--- config.mk ---
export PLATFORM = sky130hd
export DESIGN_NAME = mem_bus_master
export DESIGN_NICKNAME = d
export VERILOG_FILES = /design/src/rtl/mem_bus_master.sv
export SDC_FILE = /design/constraint.sdc
export NUM_CORES = 1
export LEC_CHECK = 0
export BUFFER_PORTS_ARGS = -buffer_cell sky130_fd_sc_hd__buf_2
export CAP_MARGIN = 20
export CORE_ASPECT_RATIO = 0.6
export CORE_MARGIN = 5
export CORE_UTILIZATION = 30
export DETAILED_ROUTE_END_ITERATION = 10
export REMOVE_ABC_BUFFERS = 1
export SKIP_LAST_GASP = 1
export SLEW_MARGIN = 0
export SYNTH_ARGS = -nofsm -noshare
export SYNTH_HDL_FRONTEND = slang
export SYNTH_SLANG_ARGS = --single-unit
export TNS_END_PERCENT = 50
--- constraint.sdc ---
create_clock -name clk -period 1.59 [get_ports clk]
set_input_delay 0.2385 -clock clk [delete_from_list [all_inputs] [get_ports clk]]
set_output_delay 0.2385 -clock clk [all_outputs]
set_load 0.02 [all_outputs]
--- src/rtl/mem_bus_master.sv ---
// Byte-wide memory/IO bus initiator: registered strobes, 1-cycle write and 2-cycle read, one request in flight.
// Define MEM_MASTER_WORD_EN to add little-endian two-byte transfers (HI-byte states).
module mem_bus_master #(
    parameter int ADDR_W = 16,
    parameter int DATA_W = 8
) (
    input  logic                clk,
    input  logic                rst,
    input  logic                req_valid_i,
    output logic                req_ready_o,
    input  logic                req_write_i,
    input  logic [ADDR_W-1:0]   req_addr_i,
    input  logic [2*DATA_W-1:0] req_wdata_i,
    input  logic                req_word_i,
    output logic                rsp_valid_o,
    output logic [2*DATA_W-1:0] rsp_rdata_o,
    output logic                busy_o,
    output logic [ADDR_W-1:0]   mem_addr_o,
    output logic [DATA_W-1:0]   mem_wdata_o,
    input  logic [DATA_W-1:0]   mem_rdata_i,
    output logic                mem_ce_o,
    output logic                mem_w_o,
    output logic                mem_r_o,
    output logic                mem_oe_o
);

    typedef enum logic [2:0] {
        IDLE, WR, RD_ADDR, RD_DATA
`ifdef MEM_MASTER_WORD_EN
        , WR_HI, RD_ADDR_HI, RD_DATA_HI
`endif
    } state_t;

    state_t              state_q, state_d;
    logic                accept;
    logic                w_d, r_d, oe_d, ce_d, rsp_valid_d, hi_step;
    logic                ce_q, w_q, r_q, oe_q, rsp_valid_q;
    logic [ADDR_W-1:0]   addr_q;
    logic [DATA_W-1:0]   wdata_q;
    logic [2*DATA_W-1:0] rsp_rdata_q;
`ifdef MEM_MASTER_WORD_EN
    logic                word_q;
    logic [DATA_W-1:0]   wdata_hi_q, rd_lo_q;
`else
    logic                unused_word;
    assign unused_word = ^{req_word_i, req_wdata_i[2*DATA_W-1:DATA_W]};
`endif

    assign req_ready_o = (state_q == IDLE);
    assign busy_o      = ~req_ready_o;
    assign accept      = req_valid_i & req_ready_o;

    always_comb begin
        state_d = state_q;
        w_d     = 1'b0;
        r_d     = 1'b0;
        oe_d    = 1'b0;
        hi_step = 1'b0;
        case (state_q)
            IDLE:       if (accept) state_d = req_write_i ? WR : RD_ADDR;
            RD_ADDR:    state_d = RD_DATA;
`ifdef MEM_MASTER_WORD_EN
            WR:         state_d = word_q ? WR_HI : IDLE;
            RD_DATA:    state_d = word_q ? RD_ADDR_HI : IDLE;
            WR_HI:      state_d = IDLE;
            RD_ADDR_HI: state_d = RD_DATA_HI;
            RD_DATA_HI: state_d = IDLE;
`else
            WR:         state_d = IDLE;
            RD_DATA:    state_d = IDLE;
`endif
            default:    state_d = IDLE;
        endcase

        // Strobes are registered from the next state so they line up with state_q.
        case (state_d)
            WR:         w_d  = 1'b1;
            RD_ADDR:    r_d  = 1'b1;
            RD_DATA:    oe_d = 1'b1;
`ifdef MEM_MASTER_WORD_EN
            WR_HI:      w_d  = 1'b1;
            RD_ADDR_HI: r_d  = 1'b1;
            RD_DATA_HI: oe_d = 1'b1;
`endif
            default:    ;
        endcase
        ce_d        = w_d | r_d | oe_d;
        rsp_valid_d = (state_q != IDLE) && (state_d == IDLE);
`ifdef MEM_MASTER_WORD_EN
        hi_step = ((state_q == WR) && (state_d == WR_HI)) ||
                  ((state_q == RD_DATA) && (state_d == RD_ADDR_HI));
`endif
    end

    always_ff @(posedge clk) begin
        if (rst) begin
            state_q     <= IDLE;
            ce_q        <= 1'b0;
            w_q         <= 1'b0;
            r_q         <= 1'b0;
            oe_q        <= 1'b0;
            rsp_valid_q <= 1'b0;
            addr_q      <= '0;
            wdata_q     <= '0;
            rsp_rdata_q <= '0;
        end else begin
            state_q     <= state_d;
            ce_q        <= ce_d;
            w_q         <= w_d;
            r_q         <= r_d;
            oe_q        <= oe_d;
            rsp_valid_q <= rsp_valid_d;
            if (accept) begin
                addr_q  <= req_addr_i;
                wdata_q <= req_wdata_i[DATA_W-1:0];
            end else if (hi_step) begin
                addr_q  <= addr_q + ADDR_W'(1);
`ifdef MEM_MASTER_WORD_EN
                wdata_q <= wdata_hi_q;
`endif
            end
            if ((state_q == RD_DATA) && (state_d == IDLE))
                rsp_rdata_q <= {{DATA_W{1'b0}}, mem_rdata_i};
`ifdef MEM_MASTER_WORD_EN
            if (state_q == RD_DATA_HI)
                rsp_rdata_q <= {mem_rdata_i, rd_lo_q};
`endif
        end
    end

`ifdef MEM_MASTER_WORD_EN
    always_ff @(posedge clk) begin
        if (rst) begin
            word_q     <= 1'b0;
            wdata_hi_q <= '0;
            rd_lo_q    <= '0;
        end else begin
            if (accept) begin
                word_q     <= req_word_i;
                wdata_hi_q <= req_wdata_i[2*DATA_W-1:DATA_W];
            end
            // Low byte is parked here so rsp_rdata only changes once per word read.
            if (state_q == RD_DATA)
                rd_lo_q <= mem_rdata_i;
        end
    end
`endif

    assign rsp_valid_o = rsp_valid_q;
    assign rsp_rdata_o = rsp_rdata_q;
    assign mem_addr_o  = addr_q;
    assign mem_wdata_o = wdata_q;
    assign mem_ce_o    = ce_q;
    assign mem_w_o     = w_q;
    assign mem_r_o     = r_q;
    assign mem_oe_o    = oe_q;

endmodule
==> impl_metrics.env <==
export IMPL_status="finished clean"
export IMPL_critPathCapture="req_ready_o"
export IMPL_rsz0062_at_grt="no"
export IMPL_tritoncts="built"
export IMPL_clock_path_buffers=2
export IMPL_design_die_area_um2=7600
export IMPL_antenna_found_initial=0
export IMPL_grt_usage_pct=9.83
export IMPL_grt_max_degree=37
export IMPL_cts_root_buf="clkbuf_8"
export IMPL_cap_violations=0
export IMPL_cp_end_kind="output pin"
export IMPL_critPathArrivalTime_ns=1.22
export IMPL_netlist_area_um2=1770
export IMPL_skew_ns=0.00509
export IMPL_place_ws_ns=0.266
export IMPL_nNetsFinal=291
export IMPL_diodes=0
export IMPL_fin_cells=327
export IMPL_vias=1301
export IMPL_hold_violations=0
export IMPL_drt_iter0_markers=38
export IMPL_drive_gt1_share_pct=38.1
export IMPL_wl_per_cell_um=11.3
export IMPL_start_util_pct=31.4
export IMPL_num_io_pins=92
export IMPL_drc_errors=0
export IMPL_finalWorstSetupSlack_ns=0.133
export IMPL_cp_slowest_cell="or3_4"
export IMPL_worstRegToRegCells=4
export IMPL_routed_wl_um=3700
export IMPL_crit_path_start_kind="flop"
export IMPL_slew_violations=0
export IMPL_reg2reg_from="state_q[1]"
export IMPL_ys_seq_area_share_pct=45.2
export IMPL_fin_area_um2=2310
export IMPL_clk_latency_ns=0.28
export IMPL_peakVddDrop_mv=0.372
export IMPL_path_clk_slew_ns=0.07
export IMPL_min_path_type="in2reg"
export IMPL_crit_fanout=6
export IMPL_die_x_um=109
export IMPL_power_density_nw_per_um2=941
export IMPL_crit_chain="or3_4 > inv_1 > buf_4"
export IMPL_holdWs_ns=0.178
export IMPL_reg2reg_slack_ns=0.20
export IMPL_ant_nets=0
export IMPL_coreArea_um2=5650
export IMPL_ys_ff_latch=40
export IMPL_setup_viol=0
export IMPL_routabilityCongestion=0.678
export IMPL_vias_per_cell=3.98
export IMPL_synth_warnings=0
export IMPL_r2r_end="mem_addr_o[11]"
export IMPL_synth_cells=171
export IMPL_p_leak_uw=0.00107
export IMPL_placed_area_um2=2180
export IMPL_cpPeakStageDelay_ns=0.39
export IMPL_cts_sinks=40
export IMPL_htree_levels=2
export IMPL_fin_crit_sh_pct=91.6
export IMPL_synth_cell_types=21
export IMPL_critPathLaunch="state_q[1]"
export IMPL_fmax_mhz=686
export IMPL_rows=21
export IMPL_grt_overflow_total=0
export IMPL_path_class="reg2out"
export IMPL_areaGrowthSynthToFinish_pct=30.2
export IMPL_avgSynthCellArea_um2=10.4
export IMPL_cp_required_ns=1.35
export IMPL_grt_pass1_wl_um=5910
export IMPL_io_buffers=74
export IMPL_grt_pass1_vias=1275
export IMPL_hpwl_um=2790
export IMPL_fp_dieH_um=69.5
export IMPL_dr_pass1_iters=4
export IMPL_fin_crit_ns=1.46
export IMPL_place_inst=318
export IMPL_cts_made_buffers=5
export IMPL_tns_ns=0
[worst min path at each step]
stage	slack, ns	cells after the start	from	endpoint
5_1_grt	0.17	2	req_valid_i	mem_ce_o
6_report	0.18	2	req_valid_i	mem_ce_o
3_3_place_gp	0.46	2	rsp_rdata_o[3]	rsp_rdata_o[3]
3_5_place_dp	0.46	2	rsp_rdata_o[2]	rsp_rdata_o[2]
2_1_floorplan	0.31	1	rst	rsp_valid_o
4_1_cts	0.17	2	req_valid_i	mem_ce_o
[cells by family after synthesis]
group | after synthesis | share of synthesized area [%]
flip-flops | 40 | 45.2
buffers and inverters | 21 | 8.47
AND/OR/NAND/NOR | 74 | 26.5
AO/OA/AOI/OAI | 3 | 1.55
multiplexers | 32 | 18.1
other | 1 | 0.212
[state kept, by name (all words and copies together) (netlist names)]
signal / count
rsp_rdata_o: 8
mem_r_o: 1
rsp_valid_o: 1
mem_wdata_o: 8
mem_w_o: 1
state_q: 3
mem_ce_o: 1
mem_addr_o: 16
mem_oe_o: 1
[critical path: cells and delay by family, from the launching register on]
family	cells	cell delay, ns
buffers and inverters	2	0.19
DFF	1	0.36
and+or+nand+nor	1	0.39
[through the flow]
step | power [µW] | util (%)
detailed placement | 1390 | 38.6
CTS | 2210 | 40.6
global placement | 1390 | 38.6
floorplan | 1270 | -
global route | 2290 | 40.9
finish | 2170 | 40.9
[power by group]
group	internal [µW]	switching, µW
registers	1040	23.0
logic	141	164
clock network	466	335
total	1650	523
[metal layers]
metal	global-route usage, %	share of wire [%]	vias up	routed length [µm]
met1	13.4	49	563	1810
met4	2.90	0.92	0	34
li1	-	-	678	-
met2	12.9	37	55	1360
met5	0	0	-	0
met3	5.77	13	5	488
[synthesized netlist by cell type]
cell type,instances,area [µm²]
a32o_1,1,10.0
buf_6,1,11.3
buf_2,1,5.00
clkbuf_1,7,26.3
o21a_1,1,7.51
and2_2,1,7.51
nor4b_2,1,15.0
and2_1,1,6.26
buf_12,2,40.0
inv_1,2,7.51
or3_2,1,7.51
nor2_1,3,11.3
nand2b_1,64,400
buf_4,8,60.1
and3_2,1,7.51
a22o_2,1,10.0
mux2i_1,32,320
nor3_1,1,5.00
and3b_2,1,10.0
dfxtp_1,40,801
conb_1,1,3.75
[final cells by class]
| cell class | count | area (µm²) |
|---|---|---|
| Inverter | 2 | 7.51 |
| Multi-Input combinational cell | 118 | 865 |
| Clock inverter | 2 | 35.0 |
| Sequential cell | 40 | 806 |
| Fill cell | 575 | 3340 |
| Tap cell | 80 | 100 |
| Clock buffer | 6 | 72.6 |
| Timing Repair Buffer | 79 | 423 |
[repair_timing]
action,in CTS,in global routing
setup endpoints to repair,2,2
resized for setup,2,3
setup buffers,0,1
hold buffers,0,0
pin swaps,0,0
[placed cells by master, fill, tap and decap left out, types with 2 or more instances in the layout]
master	Yosys	routed
clkbuf_8	0	5
dfxtp_1	40	38
buf_4	8	5
conb_1	1	9
mux2i_1	32	32
buf_2	1	73
nor2_1	3	3
nand2b_1	64	64
inv_1	2	2
No activity file was read; power rests on OpenSTA's default activity.
